<file path="src/rtl/axi_lite_arbiter_if.sv">
// AXI4-Lite channel bundle used between the arbiter, its two requesters and the shared slave.
interface axi_lite_if #(
    parameter int unsigned ADDR_W = 32,
    parameter int unsigned DATA_W = 32
);
    localparam int unsigned STRB_W = DATA_W / 8;

    logic [ADDR_W-1:0] awaddr;
    logic              awvalid;
    logic              awready;

    logic [DATA_W-1:0] wdata;
    logic [STRB_W-1:0] wstrb;
    logic              wvalid;
    logic              wready;

    logic [1:0]        bresp;
    logic              bvalid;
    logic              bready;

    logic [ADDR_W-1:0] araddr;
    logic              arvalid;
    logic              arready;

    logic [DATA_W-1:0] rdata;
    logic [1:0]        rresp;
    logic              rvalid;
    logic              rready;

    modport master (
        output awaddr, awvalid, wdata, wstrb, wvalid, bready, araddr, arvalid, rready,
        input  awready, wready, bresp, bvalid, arready, rdata, rresp, rvalid
    );

    modport slave (
        input  awaddr, awvalid, wdata, wstrb, wvalid, bready, araddr, arvalid, rready,
        output awready, wready, bresp, bvalid, arready, rdata, rresp, rvalid
    );
endinterface

</file>
<file path="src/rtl/axi_lite_arbiter.sv">
// Two-master AXI4-Lite arbiter with a single outstanding transaction on the shared slave.
// Define ARB_ROUND_ROBIN_EN for round-robin resolution of simultaneous requests; default is fixed priority.
module axi_lite_arbiter #(
    parameter int unsigned DEF_OWNER = 0
) (
    input logic        clk,
    input logic        reset,
    axi_lite_if.slave  m0,
    axi_lite_if.slave  m1,
    axi_lite_if.master s
);
    localparam int unsigned ADDR_W = 32;
    localparam int unsigned DATA_W = 32;
    localparam int unsigned STRB_W = DATA_W / 8;
    localparam logic        DEF_BIT = 1'(DEF_OWNER);

    typedef enum logic [2:0] {
        IDLE,
        RD_ADDR,
        RD_DATA,
        WR_ADDR,
        WR_RESP
    } state_t;

    state_t state;
    logic   owner;
    logic   aw_done;
    logic   w_done;

    logic   req0;
    logic   req1;
    logic   grant;
    logic   grant_rd;

    logic   active;
    logic   in_rd_addr;
    logic   in_rd_data;
    logic   in_wr_addr;
    logic   in_wr_resp;

    logic   ar_hs;
    logic   r_hs;
    logic   aw_hs;
    logic   w_hs;
    logic   b_hs;

    logic              own_arvalid;
    logic              own_awvalid;
    logic              own_wvalid;
    logic              own_rready;
    logic              own_bready;
    logic [ADDR_W-1:0] own_araddr;
    logic [ADDR_W-1:0] own_awaddr;
    logic [DATA_W-1:0] own_wdata;
    logic [STRB_W-1:0] own_wstrb;

    assign req0 = m0.arvalid | m0.awvalid;
    assign req1 = m1.arvalid | m1.awvalid;

`ifdef ARB_ROUND_ROBIN_EN
    // Points at the master that wins the next tie; it always names the one not granted last.
    logic rr_ptr;
    assign grant = (req0 && req1) ? rr_ptr : req1;
`else
    assign grant = (req0 && req1) ? DEF_BIT : req1;
`endif

    // Read wins over write when the winner presents both.
    assign grant_rd = grant ? m1.arvalid : m0.arvalid;

    // Reset gates every phase so the buses go quiet while reset is held.
    assign active     = reset && (state != IDLE);
    assign in_rd_addr = reset && (state == RD_ADDR);
    assign in_rd_data = reset && (state == RD_DATA);
    assign in_wr_addr = reset && (state == WR_ADDR);
    assign in_wr_resp = reset && (state == WR_RESP);

    assign own_arvalid = owner ? m1.arvalid : m0.arvalid;
    assign own_awvalid = owner ? m1.awvalid : m0.awvalid;
    assign own_wvalid  = owner ? m1.wvalid  : m0.wvalid;
    assign own_rready  = owner ? m1.rready  : m0.rready;
    assign own_bready  = owner ? m1.bready  : m0.bready;
    assign own_araddr  = owner ? m1.araddr  : m0.araddr;
    assign own_awaddr  = owner ? m1.awaddr  : m0.awaddr;
    assign own_wdata   = owner ? m1.wdata   : m0.wdata;
    assign own_wstrb   = owner ? m1.wstrb   : m0.wstrb;

    // Downstream request side: owner channels pass through only in their phase.
    assign s.araddr  = active ? own_araddr : '0;
    assign s.awaddr  = active ? own_awaddr : '0;
    assign s.wdata   = active ? own_wdata  : '0;
    assign s.wstrb   = active ? own_wstrb  : '0;
    assign s.arvalid = in_rd_addr && own_arvalid;
    assign s.awvalid = in_wr_addr && own_awvalid && !aw_done;
    assign s.wvalid  = in_wr_addr && own_wvalid  && !w_done;
    assign s.rready  = in_rd_data && own_rready;
    assign s.bready  = in_wr_resp && own_bready;

    // Upstream return side toward m0.
    assign m0.arready = in_rd_addr && !owner && s.arready;
    assign m0.awready = in_wr_addr && !owner && !aw_done && s.awready;
    assign m0.wready  = in_wr_addr && !owner && !w_done  && s.wready;
    assign m0.rvalid  = in_rd_data && !owner && s.rvalid;
    assign m0.rdata   = (in_rd_data && !owner) ? s.rdata : '0;
    assign m0.rresp   = (in_rd_data && !owner) ? s.rresp : 2'b00;
    assign m0.bvalid  = in_wr_resp && !owner && s.bvalid;
    assign m0.bresp   = (in_wr_resp && !owner) ? s.bresp : 2'b00;

    // Upstream return side toward m1.
    assign m1.arready = in_rd_addr && owner && s.arready;
    assign m1.awready = in_wr_addr && owner && !aw_done && s.awready;
    assign m1.wready  = in_wr_addr && owner && !w_done  && s.wready;
    assign m1.rvalid  = in_rd_data && owner && s.rvalid;
    assign m1.rdata   = (in_rd_data && owner) ? s.rdata : '0;
    assign m1.rresp   = (in_rd_data && owner) ? s.rresp : 2'b00;
    assign m1.bvalid  = in_wr_resp && owner && s.bvalid;
    assign m1.bresp   = (in_wr_resp && owner) ? s.bresp : 2'b00;

    assign ar_hs = s.arvalid && s.arready;
    assign r_hs  = s.rvalid  && s.rready;
    assign aw_hs = s.awvalid && s.awready;
    assign w_hs  = s.wvalid  && s.wready;
    assign b_hs  = s.bvalid  && s.bready;

    // Transaction sequencer; owner and done flags only change at grant or on their own handshake.
    always_ff @(posedge clk) begin
        if (!reset) begin
            state   <= IDLE;
            owner   <= DEF_BIT;
            aw_done <= 1'b0;
            w_done  <= 1'b0;
`ifdef ARB_ROUND_ROBIN_EN
            rr_ptr  <= 1'b0;
`endif
        end else begin
            case (state)
                IDLE: begin
                    if (req0 || req1) begin
                        owner   <= grant;
                        aw_done <= 1'b0;
                        w_done  <= 1'b0;
                        state   <= grant_rd ? RD_ADDR : WR_ADDR;
`ifdef ARB_ROUND_ROBIN_EN
                        rr_ptr  <= !grant;
`endif
                    end
                end
                RD_ADDR: begin
                    if (ar_hs) state <= RD_DATA;
                end
                RD_DATA: begin
                    if (r_hs) state <= IDLE;
                end
                WR_ADDR: begin
                    if (aw_hs) aw_done <= 1'b1;
                    if (w_hs)  w_done  <= 1'b1;
                    if ((aw_done || aw_hs) && (w_done || w_hs)) state <= WR_RESP;
                end
                WR_RESP: begin
                    if (b_hs) state <= IDLE;
                end
                default: state <= IDLE;
            endcase
        end
    end
endmodule

</file>
<file path="src/flat_wrapper.sv">
// flat-port wrapper written by rule: the top's interface ports become plain ports
module axi_lite_arbiter_flat 
#(
    parameter int unsigned DEF_OWNER = 0
)
  (clk, reset, m0_awaddr, m0_awvalid, m0_wdata, m0_wstrb, m0_wvalid, m0_bready, m0_araddr, m0_arvalid, m0_rready, m0_awready, m0_wready, m0_bresp, m0_bvalid, m0_arready, m0_rdata, m0_rresp, m0_rvalid, m1_awaddr, m1_awvalid, m1_wdata, m1_wstrb, m1_wvalid, m1_bready, m1_araddr, m1_arvalid, m1_rready, m1_awready, m1_wready, m1_bresp, m1_bvalid, m1_arready, m1_rdata, m1_rresp, m1_rvalid, s_awaddr, s_awvalid, s_wdata, s_wstrb, s_wvalid, s_bready, s_araddr, s_arvalid, s_rready, s_awready, s_wready, s_bresp, s_bvalid, s_arready, s_rdata, s_rresp, s_rvalid);
  axi_lite_if m0_i ();
  axi_lite_if m1_i ();
  axi_lite_if s_i ();
  input logic clk;
  input logic reset;
  input wire logic [$bits(m0_i.awaddr)-1:0] m0_awaddr;
  input wire logic [$bits(m0_i.awvalid)-1:0] m0_awvalid;
  input wire logic [$bits(m0_i.wdata)-1:0] m0_wdata;
  input wire logic [$bits(m0_i.wstrb)-1:0] m0_wstrb;
  input wire logic [$bits(m0_i.wvalid)-1:0] m0_wvalid;
  input wire logic [$bits(m0_i.bready)-1:0] m0_bready;
  input wire logic [$bits(m0_i.araddr)-1:0] m0_araddr;
  input wire logic [$bits(m0_i.arvalid)-1:0] m0_arvalid;
  input wire logic [$bits(m0_i.rready)-1:0] m0_rready;
  output wire logic [$bits(m0_i.awready)-1:0] m0_awready;
  output wire logic [$bits(m0_i.wready)-1:0] m0_wready;
  output wire logic [$bits(m0_i.bresp)-1:0] m0_bresp;
  output wire logic [$bits(m0_i.bvalid)-1:0] m0_bvalid;
  output wire logic [$bits(m0_i.arready)-1:0] m0_arready;
  output wire logic [$bits(m0_i.rdata)-1:0] m0_rdata;
  output wire logic [$bits(m0_i.rresp)-1:0] m0_rresp;
  output wire logic [$bits(m0_i.rvalid)-1:0] m0_rvalid;
  input wire logic [$bits(m1_i.awaddr)-1:0] m1_awaddr;
  input wire logic [$bits(m1_i.awvalid)-1:0] m1_awvalid;
  input wire logic [$bits(m1_i.wdata)-1:0] m1_wdata;
  input wire logic [$bits(m1_i.wstrb)-1:0] m1_wstrb;
  input wire logic [$bits(m1_i.wvalid)-1:0] m1_wvalid;
  input wire logic [$bits(m1_i.bready)-1:0] m1_bready;
  input wire logic [$bits(m1_i.araddr)-1:0] m1_araddr;
  input wire logic [$bits(m1_i.arvalid)-1:0] m1_arvalid;
  input wire logic [$bits(m1_i.rready)-1:0] m1_rready;
  output wire logic [$bits(m1_i.awready)-1:0] m1_awready;
  output wire logic [$bits(m1_i.wready)-1:0] m1_wready;
  output wire logic [$bits(m1_i.bresp)-1:0] m1_bresp;
  output wire logic [$bits(m1_i.bvalid)-1:0] m1_bvalid;
  output wire logic [$bits(m1_i.arready)-1:0] m1_arready;
  output wire logic [$bits(m1_i.rdata)-1:0] m1_rdata;
  output wire logic [$bits(m1_i.rresp)-1:0] m1_rresp;
  output wire logic [$bits(m1_i.rvalid)-1:0] m1_rvalid;
  output wire logic [$bits(s_i.awaddr)-1:0] s_awaddr;
  output wire logic [$bits(s_i.awvalid)-1:0] s_awvalid;
  output wire logic [$bits(s_i.wdata)-1:0] s_wdata;
  output wire logic [$bits(s_i.wstrb)-1:0] s_wstrb;
  output wire logic [$bits(s_i.wvalid)-1:0] s_wvalid;
  output wire logic [$bits(s_i.bready)-1:0] s_bready;
  output wire logic [$bits(s_i.araddr)-1:0] s_araddr;
  output wire logic [$bits(s_i.arvalid)-1:0] s_arvalid;
  output wire logic [$bits(s_i.rready)-1:0] s_rready;
  input wire logic [$bits(s_i.awready)-1:0] s_awready;
  input wire logic [$bits(s_i.wready)-1:0] s_wready;
  input wire logic [$bits(s_i.bresp)-1:0] s_bresp;
  input wire logic [$bits(s_i.bvalid)-1:0] s_bvalid;
  input wire logic [$bits(s_i.arready)-1:0] s_arready;
  input wire logic [$bits(s_i.rdata)-1:0] s_rdata;
  input wire logic [$bits(s_i.rresp)-1:0] s_rresp;
  input wire logic [$bits(s_i.rvalid)-1:0] s_rvalid;
  assign m0_i.awaddr = m0_awaddr;
  assign m0_i.awvalid = m0_awvalid;
  assign m0_i.wdata = m0_wdata;
  assign m0_i.wstrb = m0_wstrb;
  assign m0_i.wvalid = m0_wvalid;
  assign m0_i.bready = m0_bready;
  assign m0_i.araddr = m0_araddr;
  assign m0_i.arvalid = m0_arvalid;
  assign m0_i.rready = m0_rready;
  assign m0_awready = m0_i.awready;
  assign m0_wready = m0_i.wready;
  assign m0_bresp = m0_i.bresp;
  assign m0_bvalid = m0_i.bvalid;
  assign m0_arready = m0_i.arready;
  assign m0_rdata = m0_i.rdata;
  assign m0_rresp = m0_i.rresp;
  assign m0_rvalid = m0_i.rvalid;
  assign m1_i.awaddr = m1_awaddr;
  assign m1_i.awvalid = m1_awvalid;
  assign m1_i.wdata = m1_wdata;
  assign m1_i.wstrb = m1_wstrb;
  assign m1_i.wvalid = m1_wvalid;
  assign m1_i.bready = m1_bready;
  assign m1_i.araddr = m1_araddr;
  assign m1_i.arvalid = m1_arvalid;
  assign m1_i.rready = m1_rready;
  assign m1_awready = m1_i.awready;
  assign m1_wready = m1_i.wready;
  assign m1_bresp = m1_i.bresp;
  assign m1_bvalid = m1_i.bvalid;
  assign m1_arready = m1_i.arready;
  assign m1_rdata = m1_i.rdata;
  assign m1_rresp = m1_i.rresp;
  assign m1_rvalid = m1_i.rvalid;
  assign s_awaddr = s_i.awaddr;
  assign s_awvalid = s_i.awvalid;
  assign s_wdata = s_i.wdata;
  assign s_wstrb = s_i.wstrb;
  assign s_wvalid = s_i.wvalid;
  assign s_bready = s_i.bready;
  assign s_araddr = s_i.araddr;
  assign s_arvalid = s_i.arvalid;
  assign s_rready = s_i.rready;
  assign s_i.awready = s_awready;
  assign s_i.wready = s_wready;
  assign s_i.bresp = s_bresp;
  assign s_i.bvalid = s_bvalid;
  assign s_i.arready = s_arready;
  assign s_i.rdata = s_rdata;
  assign s_i.rresp = s_rresp;
  assign s_i.rvalid = s_rvalid;
  axi_lite_arbiter #(.DEF_OWNER(DEF_OWNER)) u_core (.clk(clk), .reset(reset), .m0(m0_i), .m1(m1_i), .s(s_i));
endmodule
</file>
<file path="config.mk">
export PLATFORM = sky130hd
export DESIGN_NAME = axi_lite_arbiter_flat
export DESIGN_NICKNAME = d
export VERILOG_FILES = /design/src/rtl/axi_lite_arbiter_if.sv /design/src/rtl/axi_lite_arbiter.sv /design/src/flat_wrapper.sv
export SDC_FILE = /design/constraint.sdc
export NUM_CORES = 1
export LEC_CHECK = 0
export BUFFER_PORTS_ARGS = -buffer_cell sky130_fd_sc_hd__buf_2
export CAP_MARGIN = 5
export CORE_AREA = 2 2 173 175
export CTS_CLUSTER_DIAMETER = 40
export DETAILED_ROUTE_END_ITERATION = 8
export DIE_AREA = 0 0 175 177
export PLACE_DENSITY = 0.35
export SETUP_SLACK_MARGIN = 0.15
export SLEW_MARGIN = 20
export SYNTH_ARGS = -nofsm -noshare
export SYNTH_HDL_FRONTEND = slang
export SYNTH_SLANG_ARGS = --single-unit
export TNS_END_PERCENT = 30
</file>
<file path="constraint.sdc">
create_clock -name clk -period 1.4 [get_ports clk]
set_input_delay 0 -clock clk [delete_from_list [all_inputs] [get_ports clk]]
set_output_delay 0 -clock clk [all_outputs]
set_load 0.02 [all_outputs]
</file>
==> summary.md <==
• **number of top-level design ports** 440
• **fraction of registers with async set or reset after synthesis** 0%
• **routed vias/inst** 3.63
• **outcome** complete, but fails checks
• **clock insertion delay at the later pin of the skew report** 230 ps
• **share of the core filled with cells in the final layout** 24.0%
• **synthesis-to-finish area growth** 173%
• **worst clock skew on the final layout** 5.05 ps
• **Die H** 177 µm
• **Total Die Area** 31000 µm²
• **Post-Syn Instances** 384
• **Detailed Route WL** 18600 µm
• **leakage power** 3.49 nW
• **type of element launching the critical path** flip-flop
• **synth unique cells** 33
• **CP required** 1400 ps
• **placeable core area** 29200 µm²
• **remaining max-slew budget at the tightest pin** 71.8%
• **post-synthesis sequential element count** 6
• **fraction of the yosys area taken by sequential cells** 4.67%
• **number of warnings printed during yosys synthesis** 0
• **number of core rows** 63
• **kind of path behind the tightest hold check** in -> reg
• **peak supply drop** 0.000443 V
• **post-route worst setup slack** -236 ps
• **Die W** 175 µm
• **setup slack at placement** -102 ps
• **areal power density over the cells** 1180 nW/µm²
• **Pins Over Slew Limit** 0
• **Post-synth EDFFs** 0
• **total number of clock tree sinks** 6
• **share of the cycle needed by the critical path after routing** 117%
• **most used standard cells in the synthesized netlist** 118 x nor2_1, 104 x mux2i_1, 76 x and2_1, 18 x buf_2
• **TritonCTS clock tree** built
• **Total GRT Usage** 9.77%
• **area share of the largest cell type after synthesis** 40.4%
• **most area-hungry cell type in the Yosys netlist** mux2i_1
• **unrepaired setup endpoints after global routing** yes
• **DRC violations left** 0
• **Synth area leaders** mux2i_1 40%, and2_1 18%, nor2_1 17%, dfxtp_1 4.7%, buf_2 3.5%
• **CTS root buffer** clkbuf_16
• **clock transition time at the flip-flop clock pins of the worst setup and hold paths** 40 ps
• **length of the first detailed-routing pass in iterations** 4
• **Arr. time, crit path** 1640 ps
• **Wirelength per Cell** 14.9 µm
• **failing checks** setup timing
• **vias in the first global route** 4169
• **via count** 4527
• **Detail Placement HPWL** 15000 µm
• **wire length of the first global-routing pass** 23700 µm
• **gr ovfl total** 0
• **Initial Utilization** 8.80%
• **number of CTS-inserted buffers** 3
• **Tmin final** 1640 ps
• **MaxCap Viol Count** 0
• **share of cells above drive strength 1** 71.9%
• **kind of critical path** reg -> out
• **maximum root-to-sink buffer count** 2
• **Final ANT Viol Nets** 0
• **htree depth** 1
• **count of input and output buffers** 439
• **final-report setup violation count** 186
• **Final Wtd Congestion** 0.724
• **peak clock frequency supported by timing** 611 MHz
• **slew at the pin with the worst max-slew slack** 419 ps
• **initial antenna violation count** 1
• **Syn Std Cell Area** 2570 µm²
• **flip-flop cell with the highest count after synthesis** dfxtp_1
• **most common cell in the synthesized netlist** nor2_1
• **pin count of the biggest net entering global routing** 42
• **Synth Net Count** 637
• **peak fanout along the critical path** 20
• **number of DRC markers in iteration 0** 75
• **final hold viol count** 0
• **nature of the critical path endpoint** output pin
• **final net count** 1109
• **Post-Synthesis Mean Instance Area** 6.70 µm²
==> registers in the layout, summed over array words and instances, names as in the netlist <==
| register | cells |
|---|---|
| u_core.owner | 1 |
| u_core.aw_done | 1 |
| u_core.state | 3 |
| u_core.w_done | 1 |
==> logic make-up (layout without fill, tap and decap cells) <==
family	after synthesis	after routing	share of synthesized area (%)
compound gates	14	14	4.28
other cells	0	1	0
buf+inv	39	510	7.88
flops	6	6	4.67
simple gates	218	218	41.4
mux	107	107	41.8
==> layout by cell type (no fill, tap or decap), drive strengths merged, types with 2 or more instances in the layout <==
cell / count
a311o: 3
nand3b: 2
dfxtp: 6
mux2: 3
nand2: 7
nor2: 120
clkbuf: 11
nor4: 3
o21ai: 3
buf: 493
nand4: 2
mux2i: 104
inv: 6
a21oi: 2
a32oi: 2
nand2b: 2
and2: 76
==> worst max-delay path, stage by stage (launching register included) <==
cell and delay (ps):
dfxtp_4 390, buf_6 200, clkbuf_16 250, mux2i_1 340, nor2_4 70, buf_6 130
==> area by class of cell <==
cell class / instances / area [µm²]
Tap cell: 390 / 488
Clock buffer: 4 / 78.8
Multi-Input combinational cell: 339 / 2760
Fill cell: 3240 / 22200
Inverter: 6 / 22.5
Antenna cell: 1 / 2.50
Timing Repair Buffer: 500 / 3540
Sequential cell: 6 / 126
==> layer usage <==
layer | GRT usage, % | wire [µm] | vias to the layer above
met3 | 1.07 | 1240 | 8
li1 | - | - | 2225
met2 | 19.0 | 9800 | 272
met4 | 0.938 | 73 | 0
met1 | 11.8 | 7490 | 2022
met5 | 0 | 0 | -
==> per-stage QoR <==
| step | setup TNS [ps] | hold slack [ps] | total power [W] | cell area (µm²) | instances |
|---|---|---|---|---|---|
| detailed placement | -5930 | 320 | 0.00585 | 5600 | 1223 |
| global placement | -7010 | 329 | 0.00587 | 5600 | 1223 |
| global route | -38620 | 122 | 0.00877 | 7020 | 1245 |
| finish | -26100 | 84.9 | 0.00827 | 7020 | 1246 |
| floorplan | 0 | 122 | 0.00384 | 2750 | 384 |
| CTS | -29020 | 80.6 | 0.00685 | 6130 | 1234 |
==> worst paths after layout <==
| check | to | cells after the start | start | slack [ps] |
|---|---|---|---|---|
| worst max-delay path | s_awaddr[30] | 5 | u_core.owner | -240 |
| worst min-delay path | u_core.w_done | 3 | s_wready | 80 |
| worst max register to register | u_core.aw_done | 6 | u_core.state[1] | -180 |
| worst min register to register | u_core.w_done | 2 | u_core.w_done | 540 |
==> timing repair <==
| action | 4_1_cts | 5_1_grt |
|---|---|---|
| hold buffers | 0 | 0 |
| buffers inserted | 6 | 3 |
| setup endpoints to repair | 193 | 193 |
| cloned | 1 | 8 |
| resized for setup | 119 | 208 |
| pin swaps | 3 | 37 |
| endpoints found under the hold margin | 0 | 0 |
==> report_power, final <==
group | internal [W] | switching, W | leakage [nW]
clock | 0.000378 | 0.000103 | 0.0382
combinational | 0.00360 | 0.00391 | 3.40
sequential | 0.000222 | 0.0000516 | 0.0506
total | 0.00420 | 0.00407 | 3.49
(Power assumes the default switching activity.)
